### src/rtl/cpu_pkg.sv
`default_nettype none
// ============================================================================
//  Module   : cpu_pkg
//  Purpose  : Shared types and default widths for the 16-bit multi-cycle CPU.
//  Revision : 1.0 - initial release
// ============================================================================
package cpu_pkg;

    localparam int c_pointer_len = 16;
    localparam int c_data_len    = 16;
    localparam int c_timeout     = 15;

    typedef logic [c_data_len-1:0] instr_t;

    typedef enum logic [2:0] {
        IDLE  = 3'd0,
        REQ   = 3'd1,
        WAIT  = 3'd2,
        DONE  = 3'd3,
        DRAIN = 3'd4
    } fetch_state_t;

endpackage
`default_nettype wire

### src/rtl/instr_fetch_unit_if.sv
`default_nettype none
// ============================================================================
//  Module   : instr_fetch_unit_if
//  Purpose  : Instruction-memory read port: single strobe, variable latency.
//  Revision : 1.0 - initial release
// ============================================================================
interface instr_fetch_unit_if
    import cpu_pkg::*;
#(
    parameter int POINTER_LEN = c_pointer_len,
    parameter int DATA_LEN    = c_data_len
);

    logic [POINTER_LEN-1:0] mem_addr;
    logic                   mem_rd_en;
    logic [DATA_LEN-1:0]    mem_rdata;
    logic                   mem_rvalid;

    modport master (
        output mem_addr,
        output mem_rd_en,
        input  mem_rdata,
        input  mem_rvalid
    );

    modport slave (
        input  mem_addr,
        input  mem_rd_en,
        output mem_rdata,
        output mem_rvalid
    );

endinterface
`default_nettype wire

### src/rtl/fetch_timeout_ctr.sv
`default_nettype none
// ============================================================================
//  Module   : fetch_timeout_ctr
//  Purpose  : Saturating wait counter; hit marks the edge it reaches TIMEOUT.
//  Revision : 1.0 - initial release
// ============================================================================
module fetch_timeout_ctr #(
    parameter int TIMEOUT = 15
) (
    input  wire logic clk,
    input  wire logic rst,
    input  wire logic clr,
    input  wire logic en,
    output logic      hit
);

    localparam int             CW     = $clog2(TIMEOUT + 1);
    localparam logic [CW-1:0]  c_max  = CW'(TIMEOUT);
    localparam logic [CW-1:0]  c_last = CW'(TIMEOUT - 1);

    logic [CW-1:0] r_count;

    always_ff @(posedge clk) begin
        if (rst || clr) begin
            r_count <= '0;
        end else if (en && (r_count != c_max)) begin
            r_count <= r_count + 1'b1;
        end
    end

    // Asserted while the edge about to happen brings the count to TIMEOUT.
    assign hit = en && (r_count >= c_last);

endmodule
`default_nettype wire

### src/rtl/instr_fetch_unit.sv
`default_nettype none
// ============================================================================
//  Module   : instr_fetch_unit
//  Purpose  : Fetch stage: reads the word at instruction_ptr into ir and
//             pulses pc_inc_en once the word is safely captured.
//  Revision : 1.0 - initial release
// ============================================================================
module instr_fetch_unit
    import cpu_pkg::*;
#(
    parameter int POINTER_LEN = c_pointer_len,
    parameter int DATA_LEN    = c_data_len,
    parameter int TIMEOUT     = c_timeout
) (
    input  wire logic                   clk,
    input  wire logic                   rst,
    input  wire logic                   fetch_req,
    input  wire logic                   flush,
    input  wire logic [POINTER_LEN-1:0] instruction_ptr,
    instr_fetch_unit_if.master          mem,
    output logic [DATA_LEN-1:0]         ir,
    output logic                        ir_valid,
    output logic                        fetch_done,
    output logic                        pc_inc_en,
    output logic                        fetch_busy,
    output logic                        fetch_err
);

    fetch_state_t           r_state;
    logic [POINTER_LEN-1:0] r_mem_addr;
    logic                   r_mem_rd_en;
    logic [DATA_LEN-1:0]    r_ir;
    logic                   r_ir_valid;
    logic                   r_fetch_done;
    logic                   r_pc_inc_en;
    logic                   r_fetch_busy;
    logic                   r_fetch_err;

    logic w_waiting;
    logic w_ctr_clr;
    logic w_ctr_hit;

    // Counter restarts on entry to WAIT (from REQ) and on WAIT -> DRAIN.
    assign w_waiting = (r_state == WAIT) || (r_state == DRAIN);
    assign w_ctr_clr = !w_waiting ||
                       ((r_state == WAIT) && flush && !mem.mem_rvalid);

    fetch_timeout_ctr #(
        .TIMEOUT (TIMEOUT)
    ) u_timeout_ctr (
        .clk (clk),
        .rst (rst),
        .clr (w_ctr_clr),
        .en  (w_waiting),
        .hit (w_ctr_hit)
    );

    always_ff @(posedge clk) begin
        if (rst) begin
            r_state      <= IDLE;
            r_mem_addr   <= '0;
            r_mem_rd_en  <= 1'b0;
            r_ir         <= '0;
            r_ir_valid   <= 1'b0;
            r_fetch_done <= 1'b0;
            r_pc_inc_en  <= 1'b0;
            r_fetch_busy <= 1'b0;
            r_fetch_err  <= 1'b0;
        end else begin
            r_mem_rd_en  <= 1'b0;
            r_fetch_done <= 1'b0;
            r_pc_inc_en  <= 1'b0;
            r_fetch_err  <= 1'b0;

            case (r_state)
                IDLE: begin
                    if (fetch_req) begin
                        r_state      <= REQ;
                        r_mem_addr   <= instruction_ptr;
                        r_mem_rd_en  <= 1'b1;
                        r_ir_valid   <= 1'b0;
                        r_fetch_busy <= 1'b1;
                    end else if (flush) begin
                        r_ir_valid   <= 1'b0;
                    end
                end

                REQ: begin
                    r_state <= flush ? DRAIN : WAIT;
                end

                WAIT: begin
                    if (mem.mem_rvalid && flush) begin
                        r_state      <= IDLE;
                        r_fetch_busy <= 1'b0;
                    end else if (mem.mem_rvalid) begin
                        r_state      <= DONE;
                        r_ir         <= mem.mem_rdata;
                        r_ir_valid   <= 1'b1;
                        r_fetch_done <= 1'b1;
                        r_pc_inc_en  <= 1'b1;
                    end else if (flush) begin
                        r_state      <= DRAIN;
                    end else if (w_ctr_hit) begin
                        r_state      <= IDLE;
                        r_fetch_busy <= 1'b0;
                        r_fetch_err  <= 1'b1;
                    end
                end

                DONE: begin
                    r_state      <= IDLE;
                    r_fetch_busy <= 1'b0;
                    if (flush) begin
                        r_ir_valid <= 1'b0;
                    end
                end

                // The outstanding response is swallowed; a silent timeout is not an error here.
                DRAIN: begin
                    if (mem.mem_rvalid || w_ctr_hit) begin
                        r_state      <= IDLE;
                        r_fetch_busy <= 1'b0;
                    end
                end

                default: begin
                    r_state      <= IDLE;
                    r_fetch_busy <= 1'b0;
                end
            endcase
        end
    end

    assign mem.mem_addr  = r_mem_addr;
    assign mem.mem_rd_en = r_mem_rd_en;
    assign ir            = r_ir;
    assign ir_valid      = r_ir_valid;
    assign fetch_done    = r_fetch_done;
    assign pc_inc_en     = r_pc_inc_en;
    assign fetch_busy    = r_fetch_busy;
    assign fetch_err     = r_fetch_err;

endmodule
`default_nettype wire

### src/flat_wrapper.sv
// flat-port wrapper written by rule: the top's interface ports become plain ports
module instr_fetch_unit_flat import cpu_pkg::*;
#(
    parameter int POINTER_LEN = c_pointer_len,
    parameter int DATA_LEN    = c_data_len,
    parameter int TIMEOUT     = c_timeout
)
  (clk, rst, fetch_req, flush, instruction_ptr, ir, ir_valid, fetch_done, pc_inc_en, fetch_busy, fetch_err, mem_mem_addr, mem_mem_rd_en, mem_mem_rdata, mem_mem_rvalid);
  instr_fetch_unit_if #(.POINTER_LEN(POINTER_LEN), .DATA_LEN(DATA_LEN)) mem_i ();
  input  wire logic clk;
  input  wire logic rst;
  input  wire logic fetch_req;
  input  wire logic flush;
  input  wire logic [POINTER_LEN-1:0] instruction_ptr;
  output logic [DATA_LEN-1:0] ir;
  output logic ir_valid;
  output logic fetch_done;
  output logic pc_inc_en;
  output logic fetch_busy;
  output logic fetch_err;
  output wire logic [$bits(mem_i.mem_addr)-1:0] mem_mem_addr;
  output wire logic [$bits(mem_i.mem_rd_en)-1:0] mem_mem_rd_en;
  input wire logic [$bits(mem_i.mem_rdata)-1:0] mem_mem_rdata;
  input wire logic [$bits(mem_i.mem_rvalid)-1:0] mem_mem_rvalid;
  assign mem_mem_addr = mem_i.mem_addr;
  assign mem_mem_rd_en = mem_i.mem_rd_en;
  assign mem_i.mem_rdata = mem_mem_rdata;
  assign mem_i.mem_rvalid = mem_mem_rvalid;
  instr_fetch_unit #(.POINTER_LEN(POINTER_LEN), .DATA_LEN(DATA_LEN), .TIMEOUT(TIMEOUT)) u_core (.clk(clk), .rst(rst), .fetch_req(fetch_req), .flush(flush), .instruction_ptr(instruction_ptr), .mem(mem_i), .ir(ir), .ir_valid(ir_valid), .fetch_done(fetch_done), .pc_inc_en(pc_inc_en), .fetch_busy(fetch_busy), .fetch_err(fetch_err));
endmodule
### config.mk
export PLATFORM = sky130hd
export DESIGN_NAME = instr_fetch_unit_flat
export DESIGN_NICKNAME = d
export VERILOG_FILES = /design/src/rtl/cpu_pkg.sv /design/src/rtl/instr_fetch_unit_if.sv /design/src/rtl/fetch_timeout_ctr.sv /design/src/rtl/instr_fetch_unit.sv /design/src/flat_wrapper.sv
export SDC_FILE = /design/constraint.sdc
export NUM_CORES = 1
export LEC_CHECK = 0
export CORE_MARGIN = 2
export CORE_UTILIZATION = 30
export CTS_CLUSTER_DIAMETER = 120
export DETAILED_ROUTE_END_ITERATION = 10
export SLEW_MARGIN = 15
export SYNTH_ARGS = -nofsm -noshare
export SYNTH_HDL_FRONTEND = slang
export SYNTH_SLANG_ARGS = --single-unit
### constraint.sdc
create_clock -name clk -period 1.68 [get_ports clk]
set_input_delay 0.336 -clock clk [delete_from_list [all_inputs] [get_ports clk]]
set_output_delay 0.336 -clock clk [all_outputs]
set_load 0.01 [all_outputs]
==> results.py, run 1 <==
metrics = {
    "outcome": {
        "status": "completed",
    },
    "timing": {
        "tightest_slew_ns": 0.377,
        "fmax_mhz": 651,
        "fin_crit_sh": 0.914,
        "hold_viol": 0,
        "rsz0062_at_grt": "no",
        "setup_viol": 0,
        "fin_crit_ns": 1.54,
        "slew_headroom": 0.747,
        "finalMaxSlewViolations": 0,
        "finClkSkew_ns": 0.00692,
    },
    "placed_design": {
        "hpwl_um": 3250,
        "dpl.cell_count": 365,
        "placed_area_um2": 2700,
        "portBuffers": 74,
        "gp_congestion": 0.856,
    },
    "cells_and_area": {
        "fillerInstances": 556,
        "final_cell_mix": "74 x clkdlybuf4s50_1, 64 x nand2_1, 43 x dfxtp_1",
        "drive_gt1_frac": 0.0943,
        "fin_cells": 372,
        "final_area_um2": 2830,
        "num-nets-final": 336,
        "area_growth_pct": 56.9,
        "diodes": 0,
        "mostFrequentLayoutCell": "clkdlybuf4s50_1",
    },
    "global_route": {
        "globalRouteOverflowTotal": 0,
        "use_met2": 0.213,
        "top_usage_layer": "met2",
        "grt_max_degree": 38,
        "antenna_found_initial": 0,
        "grt_pass1_wl_um": 7060,
        "track_usage": 0.139,
        "grt_use_met1": 0.181,
        "grt_pass1_vias": 1520,
        "grt_util_met3": 0.0495,
    },
    "floorplanning": {
        "dieHeight_um": 81.5,
        "die-area_um2": 6640,
        "core_um2": 5850,
        "num_rows": 28,
        "initial_core_util": 0.308,
        "io_pins": 75,
        "die_x_um": 81.5,
    },
    "clocking": {
        "clockBufferDepth": 2,
        "postCtsSetupBuffers": 0,
        "htree_levels": 2,
        "root_buffer": "clkbuf_8",
        "cts_tree": "yes",
        "clock_latency_ns": 0.29,
        "clock-sinks": 44,
        "cts.clk_slew.worst_paths_ns": 0.08,
        "cts_buffers": 5,
    },
    "critical_path": {
        "path_class": "flop to primary output",
        "slowest_stage": "clkdlybuf4s50_1",
        "cp_max_fo": 2,
        "worstPathCellList": "clkdlybuf4s50_1",
        "cp.required_ns": 1.34,
        "cp-end-kind": "primary output",
        "slowest_delay_ns": 0.58,
        "crit_family": "buffers and inverters",
        "cp.buffers_inverters": 1,
        "worst_ep_arrival_time_ns": 1.20,
        "crit_path_start_kind": "flop",
    },
    "drt": {
        "ant_nets": 0,
        "wirelength_um": 4560,
        "drt_iter0_markers": 54,
        "wl_per_cell_um": 12.3,
        "vias": 1679,
        "dr.pass1.iters": 4,
        "drt-vias-per-instance": 4.51,
        "drc": 0,
    },
    "synth": {
        "synth_cell_types": 39,
        "synth_top_area_frac": 0.489,
        "synth_area_leaders": "dfxtp_1 49%, nand2_1 13%, a21oi_1 10%, nor2_1 2.7%, buf_2 1.7%",
        "yosysTopAreaCell": "dfxtp_1",
        "ys_ff_latch": 44,
        "ys_seq_area_frac": 0.489,
        "synth_area_um2": 1800,
        "synth_nets": 257,
        "postSynthAreaPerCell_um2": 8.26,
        "synthCells": 218,
        "synth_warnings": 0,
    },
    "hold_path": {
        "hold_class": "flop to flop",
    },
    "pwr": {
        "power.leakage_nw": 1.00,
        "powerDensity_nw_per_um2": 895,
        "max-vdd-ir-drop_mv": 0.516,
        "p_total_mw": 2.53,
    },
    "flow_run": {
        "maxCapViolations": 0,
    },
}
-- stage by stage --
| step | utilization | hold slack, ns | setup slack, ns | TNS [ns] |
|---|---|---|---|---|
| after global routing | 0.483 | 0.475 | 0.0780 | 0 |
| final | 0.483 | 0.456 | 0.144 | 0 |
| after detailed placement | 0.461 | 0.449 | -0.0327 | -0.0459 |
| after global placement | 0.461 | 0.442 | -0.0124 | -0.0141 |
| after floorplan | - | 0.472 | 0.301 | 0 |
| after CTS | 0.483 | 0.460 | 0.118 | 0 |
-- power by group --
part / switching, mW / internal (mW)
Clock: 0.350 / 0.585
Combinational: 0.204 / 0.257
Sequential: 0.0408 / 1.10
Total: 0.594 / 1.94
-- sequential cells by signal, indices dropped and copies added, names as in the netlist --
name / cells
u_core.fetch_busy: 1
u_core.fetch_done: 1
u_core.fetch_err: 1
u_core.ir: 16
u_core.ir_valid: 1
u_core.mem.mem_addr: 16
u_core.mem.mem_rd_en: 1
u_core.r_state: 3
u_core.u_timeout_ctr.r_count: 4
-- final cells by class --
type / count / area (um2) / area share
flip-flops and latches: 44 / 882 / 0.312
clock buffers: 5 / 68.8 / 0.0243
clock inverters: 2 / 60.1 / 0.0212
repair buffers: 87 / 888 / 0.314
multi-input cells: 157 / 827 / 0.292
well taps: 75 / 93.8 / 0.0332
inverters: 2 / 7.51 / 0.00265
-- layer usage --
metal / vias to the layer above / part of all wire
met5: - / 0
met4: 0 / 0.014
met3: 5 / 0.062
met2: 43 / 0.47
met1: 752 / 0.45
li1: 879 / -
-- what timing repair did --
| item | 4_1_cts | 5_1_grt |
|---|---|---|
| resized for setup | 0 | 1 |
| hold buffers | 0 | 0 |
| setup endpoints to repair | 0 | 1 |
| hold endpoints to repair | 0 | 0 |
-- cell usage after synthesis --
master	n
nand2_1	64
dfxtp_1	44
a21oi_1	37
nor2_1	13
buf_2	6
o21ai_0	5
clkbuf_1	4
nand2b_1	3
nand3_1	3
nor3_1	3
xnor2_1	3
buf_4	2
buf_6	2
ha_1	2
inv_1	2
nor2b_1	2
a2111oi_0	1
a211oi_1	1
a21oi_2	1
and3_1	1
and4b_1	1
buf_1	1
nand3b_1	1
nand3b_2	1
nand4_1	1
nor3_2	1
nor3_4	1
nor3b_1	1
nor4_1	1
nor4_2	1
nor4b_4	1
o211ai_1	1
o21a_1	1
o22a_1	1
o31a_1	1
o32a_1	1
or2b_1	1
or3_1	1
xnor2_2	1
-- worst reg2reg max path, stage by stage, from the launching register on --
cell and delay, ns:
dfxtp_1 0.40, inv_1 0.06, ha_1 0.18, o211ai_1 0.20
o21ai_0 0.17, o22a_1 0.21, nor3_1 0.15
-- path summary, 6_finish.rpt --
kind | start | endpoint | slack (ns) | depth (start not counted)
worst max-delay path | u_core.mem.mem_addr[4] | mem_mem_addr[4] | 0.14 | 1
worst max register to register | u_core.u_timeout_ctr.r_count[0] | u_core.fetch_busy | 0.24 | 6
worst min register to register | u_core.ir[2] | u_core.ir[2] | 0.46 | 2
worst min-delay path | u_core.ir[2] | u_core.ir[2] | 0.46 | 2
-- logic make-up after synthesis --
kind of cell             Yosys count  synth area share
AND/OR/NAND/NOR                  101             0.267
buffers and inverters             17            0.0521
adder cells (fa/ha/maj)            2            0.0139
AO/OA/AOI/OAI                     50             0.154
flip-flops                        44             0.489
XOR/XNOR                           4            0.0236
(Power assumes the default switching activity.)
==> run 2, diff against run 1 <==
==> constraint.sdc (replaced) <==
create_clock -name clk -period 2 [get_ports clk]
set_input_delay 0.4 -clock clk [delete_from_list [all_inputs] [get_ports clk]]
set_output_delay 0.4 -clock clk [all_outputs]
set_load 0.01 [all_outputs]
==> run 2 against run 1 <==
Compared with the run above: via count grew 0.54%; die area is the same; final area shrank 4.2%; clock power shrank 45%; utilization shrank 2.1 points; critical endpoint is now u_core.ir[0]; largest cell class is now sequential cells.
==> results.py, run 2 (synthesized netlist as in run 1, its figures left out) <==
metrics = {
    "outcome": {
        "status": "completed",
    },
    "pwr": {
        "p_total_mw": 1.83,
        "netSwitchingFraction": 0.261,
        "power.leakage_nw": 0.943,
        "comb_power_share": 0.192,
        "p_clk_frac": 0.282,
        "p_sw_uw": 478,
        "max-vdd-ir-drop_mv": 0.303,
        "power.share.sequential": 0.526,
        "powerDensity_nw_per_um2": 677,
        "p_int_mw": 1.35,
    },
    "clocking": {
        "postCtsResizedCells": 0,
        "postCtsSetupBuffers": 0,
        "htree_levels": 2,
        "cts_buffers": 5,
        "root_buffer": "clkbuf_8",
        "clock_latency_ns": 0.29,
        "clock-sinks": 44,
        "cts_tree": "yes",
        "cts_hold_buf": 0,
        "clockBufferDepth": 2,
        "cts.clk_slew.worst_paths_ns": 0.08,
    },
    "global_route": {
        "grt_pass1_wl_um": 7050,
        "globalRouteOverflowTotal": 0,
        "track_usage": 0.138,
        "grt_pass1_vias": 1508,
        "grt_max_degree": 31,
        "antenna_found_initial": 0,
    },
    "critical_path": {
        "cp.buffers_inverters": 1,
        "crit_cells": 5,
        "path_class": "flop to flop",
        "cp-end-kind": "flop",
        "critPathLaunch": "u_core.r_state[1]",
        "ff2ff_setup_slack_ns": 0.38,
        "cp_max_fo": 17,
        "crit_family": "flip-flops",
        "reg2reg_to": "u_core.ir[0]",
        "cp.required_ns": 2.22,
        "crit_path_start_kind": "flop",
        "slowest_stage": "dfxtp_1",
        "worstSetupEndpoint": "u_core.ir[0]",
        "rr_startpoint": "u_core.r_state[1]",
        "worstPathCellList": "or2b_1 > nor3_4 > buf_12 > nand2_1 > a21oi_1",
        "slowest_delay_ns": 0.65,
        "reg2reg_depth": 5,
        "worst_ep_arrival_time_ns": 1.84,
    },
    "drt": {
        "wl_per_cell_um": 12.0,
        "drt_iter0_markers": 67,
        "ant_nets": 0,
        "wirelength_um": 4430,
        "drc": 0,
        "dr.pass1.iters": 4,
        "vias": 1688,
        "drt-vias-per-instance": 4.59,
    },
    "timing": {
        "fin_crit_ns": 1.62,
        "slew_headroom": 0.602,
        "layout_setup_ws_ns": 0.382,
        "finClkSkew_ns": 0.00484,
        "hold_ws_ns": 0.454,
        "final.setup.tns_ns": 0,
        "rsz0062_at_grt": "no",
        "fmax_mhz": 618,
        "fin_crit_sh": 0.809,
        "setup_viol": 0,
        "hold_viol": 0,
        "tightest_slew_ns": 0.597,
        "finalMaxSlewViolations": 0,
    },
    "placed_design": {
        "placed_area_um2": 2630,
        "portBuffers": 74,
        "dpl.cell_count": 361,
        "pre_cts_ws_ns": 0.262,
        "hpwl_um": 3150,
        "gp_congestion": 0.775,
    },
    "cells_and_area": {
        "fin_cells": 368,
        "final_area_um2": 2710,
        "regArea_um2": 881,
        "fillerInstances": 577,
        "drive_gt1_frac": 0.0751,
        "finish.utilization": 0.463,
        "num-nets-final": 332,
        "mostFrequentLayoutCell": "clkdlybuf4s50_1",
        "final_cell_mix": "74 x clkdlybuf4s50_1, 64 x nand2_1, 44 x dfxtp_1",
        "diodes": 0,
        "multi_input_area_um2": 827,
        "area_growth_pct": 50.3,
    },
    "floorplanning": {
        "num_rows": 28,
        "die-area_um2": 6640,
        "initial_core_util": 0.308,
        "core_um2": 5850,
        "io_pins": 75,
        "dieHeight_um": 81.5,
        "die_x_um": 81.5,
    },
    "hold_path": {
        "hold_class": "flop to flop",
    },
    "flow_run": {
        "maxCapViolations": 0,
    },
}
-- run 2: worst reg2reg max path, delay by kind of cell, from the launching register on --
family                 cells  cell delay (ns)
AOI/OAI and AO/OA          1             0.12
buffers and inverters      1             0.17
and+or+nand+nor            3             0.62
DFF                        1             0.65
-- run 2: per-layer routing --
metal,wire [um],track usage
met3,347,0.0462
met5,0,0
met1,1940,0.172
met4,79,0.0576
met2,2060,0.220
-- run 2: worst min path at each step --
stage / from / to / slack, ns / depth (start not counted)
final: u_core.ir[2] / u_core.ir[2] / 0.45 / 2
after global routing: u_core.ir[2] / u_core.ir[2] / 0.47 / 2
after CTS: u_core.ir[2] / u_core.ir[2] / 0.46 / 2
after detailed placement: u_core.ir[2] / u_core.ir[2] / 0.45 / 2
after global placement: u_core.mem.mem_addr[8] / u_core.mem.mem_addr[8] / 0.44 / 2
after floorplan: u_core.ir[0] / u_core.ir[0] / 0.48 / 2
-- run 2: final cells by class --
| type | instances | share of cell area |
|---|---|---|
| clock buffers | 6 | 0.0268 |
| clock inverters | 1 | 0.00185 |
| inverters | 2 | 0.00277 |
| multi-input cells | 157 | 0.305 |
| flip-flops and latches | 44 | 0.325 |
| well taps | 75 | 0.0347 |
| repair buffers | 83 | 0.303 |
-- run 2: power groups by stage --
| stage | sequential, mW | combinational [mW] | clock, mW |
|---|---|---|---|
| after floorplan | 0.981 | 0.176 | 0 |
| after global placement | 0.985 | 0.353 | 0 |
| after detailed placement | 0.985 | 0.355 | 0 |
| after CTS | 0.964 | 0.357 | 0.547 |
| after global routing | 0.972 | 0.389 | 0.583 |
| final | 0.964 | 0.351 | 0.517 |
